`src/rtl/branch_predictor.sv`:
```
// branch_predictor: BTB plus saturating-counter direction predictor.
// Lookup is registered (1-cycle latency, frozen by stall); updates come from EX.
// Optional feature: define BP_GSHARE_EN to XOR a global history register into
// the counter index (gshare). Without it the counter index is the PC index.
// Ports:
//   clk, rst (async, active-low)
//   lookup_valid/lookup_pc/stall           -> fetch-side request
//   pred_valid/pred_hit/pred_taken/pred_target -> registered prediction
//   update_valid/pc/taken/target/mispredict  -> resolved branch from EX
//   mispredict_cnt                          -> saturating mispredict counter
module branch_predictor #(
  parameter int unsigned ENTRIES = 64,
  parameter int unsigned CTR_W   = 2,
  parameter int unsigned TAG_W   = 8
) (
  input  logic        clk,
  input  logic        rst,
  input  logic        lookup_valid,
  input  logic [31:0] lookup_pc,
  input  logic        stall,
  output logic        pred_valid,
  output logic        pred_hit,
  output logic        pred_taken,
  output logic [31:0] pred_target,
  input  logic        update_valid,
  input  logic [31:0] update_pc,
  input  logic        update_taken,
  input  logic [31:0] update_target,
  input  logic        update_mispredict,
  output logic [31:0] mispredict_cnt
);

  localparam int unsigned IDX_W = $clog2(ENTRIES);
  localparam logic [CTR_W-1:0] CTR_MAX = '1;
  localparam logic [CTR_W-1:0] CTR_WT  = CTR_W'(2 ** (CTR_W - 1));
  localparam logic [CTR_W-1:0] CTR_WNT = CTR_W'(2 ** (CTR_W - 1) - 1);

  logic [ENTRIES-1:0] valid_q;
  logic [TAG_W-1:0]   tag_q    [ENTRIES];
  logic [31:0]        target_q [ENTRIES];
  logic [CTR_W-1:0]   ctr_q    [ENTRIES];

  logic [IDX_W-1:0] lk_idx_c, lk_cidx_c, u_idx_c, u_cidx_c;
  logic [TAG_W-1:0] lk_tag_c, u_tag_c;
  logic             lk_hit_c, lk_taken_c, u_hit_c, ctr_we_c;
  logic [31:0]      lk_target_c;
  logic [CTR_W-1:0] u_ctr_c, ctr_nxt_c;
  logic             unused_bits;

  // Only the index/tag slice of update_pc is meaningful.
  assign unused_bits = ^update_pc;

  assign lk_idx_c = lookup_pc[IDX_W+1:2];
  assign lk_tag_c = lookup_pc[IDX_W+TAG_W+1:IDX_W+2];
  assign u_idx_c  = update_pc[IDX_W+1:2];
  assign u_tag_c  = update_pc[IDX_W+TAG_W+1:IDX_W+2];

`ifdef BP_GSHARE_EN
  logic [IDX_W-1:0] ghr_q;

  // Global history: newest outcome in the LSB.
  always_ff @(posedge clk or negedge rst) begin
    if (!rst) begin
      ghr_q <= '0;
    end else if (update_valid) begin
      ghr_q <= {ghr_q[IDX_W-2:0], update_taken};
    end
  end

  assign lk_cidx_c = lk_idx_c ^ ghr_q;
  assign u_cidx_c  = u_idx_c ^ ghr_q;
`else
  assign lk_cidx_c = lk_idx_c;
  assign u_cidx_c  = u_idx_c;
`endif

  // Lookup path reads pre-update state, giving read-before-write on collisions.
  always_comb begin
    lk_hit_c    = valid_q[lk_idx_c] && (tag_q[lk_idx_c] == lk_tag_c);
    lk_taken_c  = lk_hit_c && ctr_q[lk_cidx_c][CTR_W-1];
    lk_target_c = lk_taken_c ? target_q[lk_idx_c] : lookup_pc + 32'd4;
  end

  // Counter next value: saturating step on hit, weakly-taken on allocation.
  always_comb begin
    u_hit_c   = valid_q[u_idx_c] && (tag_q[u_idx_c] == u_tag_c);
    u_ctr_c   = ctr_q[u_cidx_c];
    ctr_we_c  = update_valid && (u_hit_c || update_taken);
    ctr_nxt_c = CTR_WT;
    if (u_hit_c) begin
      if (update_taken) begin
        ctr_nxt_c = (u_ctr_c == CTR_MAX) ? u_ctr_c : u_ctr_c + CTR_W'(1);
      end else begin
        ctr_nxt_c = (u_ctr_c == '0) ? u_ctr_c : u_ctr_c - CTR_W'(1);
      end
    end
  end

  // Registered prediction, held while stalled.
  always_ff @(posedge clk or negedge rst) begin
    if (!rst) begin
      pred_valid  <= 1'b0;
      pred_hit    <= 1'b0;
      pred_taken  <= 1'b0;
      pred_target <= '0;
    end else if (!stall) begin
      pred_valid  <= lookup_valid;
      pred_hit    <= lk_hit_c;
      pred_taken  <= lk_taken_c;
      pred_target <= lk_target_c;
    end
  end

  // Valid bits and counters carry reset state.
  always_ff @(posedge clk or negedge rst) begin
    if (!rst) begin
      valid_q <= '0;
      for (int i = 0; i < ENTRIES; i++) begin
        ctr_q[i] <= CTR_WNT;
      end
    end else begin
      if (update_valid && !u_hit_c && update_taken) begin
        valid_q[u_idx_c] <= 1'b1;
      end
      if (ctr_we_c) begin
        ctr_q[u_cidx_c] <= ctr_nxt_c;
      end
    end
  end

  // Tag/target payload is qualified by valid, so it needs no reset.
  always_ff @(posedge clk) begin
    if (update_valid && update_taken) begin
      target_q[u_idx_c] <= update_target;
      if (!u_hit_c) begin
        tag_q[u_idx_c] <= u_tag_c;
      end
    end
  end

  // Saturating mispredict performance counter.
  always_ff @(posedge clk or negedge rst) begin
    if (!rst) begin
      mispredict_cnt <= '0;
    end else if (update_valid && update_mispredict && (mispredict_cnt != '1)) begin
      mispredict_cnt <= mispredict_cnt + 32'd1;
    end
  end

endmodule

```
`config.mk`:
```
export PLATFORM = sky130hd
export DESIGN_NAME = branch_predictor
export DESIGN_NICKNAME = d
export VERILOG_FILES = /design/src/rtl/branch_predictor.sv
export SDC_FILE = /design/constraint.sdc
export NUM_CORES = 2
export LEC_CHECK = 0
export ABC_AREA = 1
export CAP_MARGIN = 20
export CORE_MARGIN = 3
export CORE_UTILIZATION = 45
export CTS_CLUSTER_SIZE = 8
export DETAILED_ROUTE_END_ITERATION = 8
export HOLD_SLACK_MARGIN = 0.1
export SYNTH_ARGS = -nofsm -noshare
export SYNTH_HDL_FRONTEND = slang
export SYNTH_SLANG_ARGS = --single-unit
```
`constraint.sdc`:
```
create_clock -name clk -period 2.6 [get_ports clk]
set_clock_uncertainty 0.1 [all_clocks]
set_input_delay 0.65 -clock clk [delete_from_list [all_inputs] [get_ports clk]]
set_output_delay 0.65 -clock clk [all_outputs]
set_load 0.05 [all_outputs]
```
==> flow_metrics.py <==
metrics = {
    "placement": {
        "gp_congestion": 0.984,
        "hpwl_mm": 289,
        "placed_cells": 15500,
        "io_buffers": 151,
    },
    "power_and_ir_drop": {
        "p_per_area_nw_per_um2": 696,
        "total_leakage_power_uw": 0.0563,
        "p_seq_share_pct": 47.4,
        "p_sw_share_pct": 24.3,
        "p_comb_share_pct": 9.1,
        "pwr-share-clk_pct": 43.4,
        "intPower_uw": 80200,
        "p_switching_uw": 25700,
        "ir_drop_mv": 0.719,
    },
    "route": {
        "drt_iter0_drc": 11000,
        "vias": 94500,
        "viasPerCell": 5.88,
        "routed_wl_mm": 437,
        "final_antenna_net_count": 0,
        "first_pass_iters": 7,
        "wire_per_inst_um": 27.2,
        "drc": 0,
    },
    "sta": {
        "drv_slew": 0,
        "tightest_slew_ps": 775,
        "fin_crit_sh_pct": 110,
        "period_needed_ps": 2870,
        "setup_viol": 1194,
        "max_slew_margin_pct": 48.3,
        "max_freq_mhz": 349,
        "timing.final.ws_setup_ps": -268,
        "final_hold_viol_count": 0,
        "rsz0062_at_grt": "true",
    },
    "synthesis": {
        "ys_seq_area_share_pct": 68.5,
        "syn-cell-area_um2": 122000,
        "synth.avg_cell_area_um2": 10.8,
        "synth_edf_count": 2560,
        "ys_seq_elements": 2819,
        "synth_top_area_share_pct": 63.1,
        "async_flop_share_pct": 9.19,
        "ys.flop_type": "edfxtp_1",
        "yosys-top-cells-count": "2560 x edfxtp_1, 2371 x nand2_1, 1376 x nor2_1, 1371 x o21ai_0, 692 x nand3_1",
        "ys_warn_count": 0,
        "yosys.area.top_type": "edfxtp_1",
        "synth_fp_nets": 11300,
        "ys_types": 49,
        "syn_inst": 11200,
        "synth.area.top_cells": "edfxtp_1 63%, nand2_1 7.3%, o21ai_0 5.6%",
        "synth_most_common_cell": "edfxtp_1",
    },
    "status": {
        "run_status": "complete, but fails checks",
        "violations": "setup timing",
    },
    "worst_setup_path": {
        "path_buf_inv": 3,
        "arrival_ps": 3330,
        "startpoint_type": "flip-flop",
        "slowest_stage": "edfxtp_1",
        "path_delay_family": "simple AND/OR/NAND/NOR gates",
        "crit_start": "tag_q[23][5]",
        "path_class": "reg -> reg",
        "timing.critical_path.mode_cell": "nand2_1",
        "endpoint_kind": "flip-flop",
        "crit_chain": "nand2_1, o21ai_0, nand2_1, nand2_1, nand2_1, nand2_2, nand2_1, nand2_2, nor2_2, nand3_1, nand2_1, inv_2, nand2_2, nor2_4, nand3_4, nand3_4, buf_12, buf_12, nor2_4",
        "critPathRequiredTime_ps": 3060,
        "r2r_start": "tag_q[23][5]",
        "cpPeakStageDelay_ps": 400,
        "crit_fanout": 13,
    },
    "clock_network": {
        "cts_tree": "yes",
        "numCtsBuffers": 391,
        "worstSkewPairLatency_ps": 930,
        "cts_buffer_depth": 4,
        "clkSinkCount": 2819,
        "htreeDepth": 5,
        "cts_root_buf": "clkbuf_16",
        "path_clk_slew_ps": 50,
    },
    "die": {
        "start_util_pct": 45.4,
        "die_h_um": 526,
        "io_pins": 170,
        "coreArea_um2": 269000,
        "rows": 190,
        "die_w_um": 526,
        "die-area_um2": 277000,
    },
    "hold_path": {
        "min_path_type": "in -> reg",
        "min_from": "update_target[4]",
    },
    "run": {
        "maxCapViolCount": 0,
    },
    "finish": {
        "drive_above_1_share_pct": 18.4,
        "syn_to_final_growth_pct": 24.8,
        "layout.nets": 12500,
        "stdcell_count": 16100,
        "fin_util_pct": 56.6,
    },
    "global_route": {
        "grt_pass1_vias": 91200,
        "grt_overflow": 0,
        "grtUsageTotal_pct": 30.8,
        "antenna_found_initial": 8,
        "grt_max_degree": 75,
        "grt_pass1_wl_mm": 631,
    },
}
-- power groups by stage --
stage / clock network (uW) / registers [uW] / logic [uW]
final: 46000 / 50200 / 9670
after global routing: 48500 / 50200 / 10300
after CTS: 46500 / 50200 / 9510
after detailed placement: 0 / 51000 / 9360
after global placement: 0 / 51000 / 9280
after floorplan: 0 / 51300 / 4010
-- layout make-up --
cell class                      count  area (um^2)
Clock inverter                     24          520
Clock buffer                      474        10200
Sequential cell                  2819        83400
Fill cell                       22200       117000
Tap cell                         3552         4440
Inverter                          628         2440
Multi-Input combinational cell   7027        34400
Timing Repair Buffer             1538        16600
Antenna cell                        5         12.5
-- worst reg2reg max path: stages (launching register included) --
cell and delay (ps):
edfxtp_1 400, nand2_1 80, o21ai_0 80, nand2_1 60, nand2_1 90, nand2_1 90
nand2_2 110, nand2_1 100, nand2_2 60, nor2_2 120, nand3_1 80, nand2_1 100
inv_2 40, nand2_2 80, nor2_4 40, nand3_4 110, nand3_4 150, buf_12 200
buf_12 170, nor2_4 240
-- flip-flops by register name, summed over array words and instances, names as in the netlist --
signal          count
target_q         2048
tag_q             512
ctr_q             128
valid_q            64
mispredict_cnt     32
pred_target        32
pred_hit            1
pred_taken          1
pred_valid          1
-- through the flow --
stage                TNS, ps  worst slack (ps)  hold slack, ps  cell area (um^2)  total power [uW]
floorplan            -475120              -438             254            123000             55300
global placement    -2793970             -1600             348            139000             60300
detailed placement  -2769110             -1620             351            139000             60400
CTS                   -98250              -209             109            151000            106000
global route         -249930              -401             133            152000            109000
finish               -145400              -268             158            152000            106000
-- cells in the final DEF, fill, tap and decap left out, types with 67 or more instances in the layout --
cell           count
edfxtp_1        2560
dlygate4sd2_1     67
buf_4            971
nand3_1          686
o21ai_0         1338
buf_12           358
nand2_2           90
nor2_4           147
clkbuf_16        400
o211ai_1         140
nand2_1         2270
inv_1            560
o22ai_1          363
a21oi_1          178
nor2_1          1208
o221ai_1         189
clkbuf_1          78
o21ai_1          125
dfrtp_1          195
-- per-layer routing --
layer  vias up  GRT usage, %  share of wire (%)
met5         -             0             0.0062
met4         4          16.2                6.0
met3       973          4.55                8.3
met2      4896          48.7                 46
met1     46700          41.3                 39
li1      41900             -                  -
-- path summary, 6_finish.rpt --
check / slack [ps] / cells past startpoint / end
setup / recovery: -270 / 19 / tag_q[2][3]
hold / removal: 160 / 2 / target_q[30][4]
setup reg to reg: -270 / 19 / tag_q[2][3]
hold reg to reg: 360 / 2 / ctr_q[24]
max in group asynchronous: 1360 / 3 / ctr_q[72]
min in group asynchronous: 220 / 2 / valid_q[41]
-- what timing repair did --
item	4_1_cts	5_1_grt
pin swaps	62	52
endpoints found under the hold margin	674	0
gates resized for setup	217	114
hold buffers	24	0
endpoints found under the setup margin	1342	1360
gates cloned	4	5
buffers inserted	55	21
-- cells by family (layout without fill, tap and decap cells) --
family	Yosys count	count (layout)	share of synthesized area, %
xor gates and xnor gates	54	54	0.388
AOI/OAI and AO/OA	2417	2417	11.3
DFF	2819	2819	68.5
other	0	5	0
and+or+nand+nor	4554	4554	15.0
adders and majority gates	2	2	0.0205
buffers and inverters	1388	2664	4.83
Power figures use the tool's default switching activity.
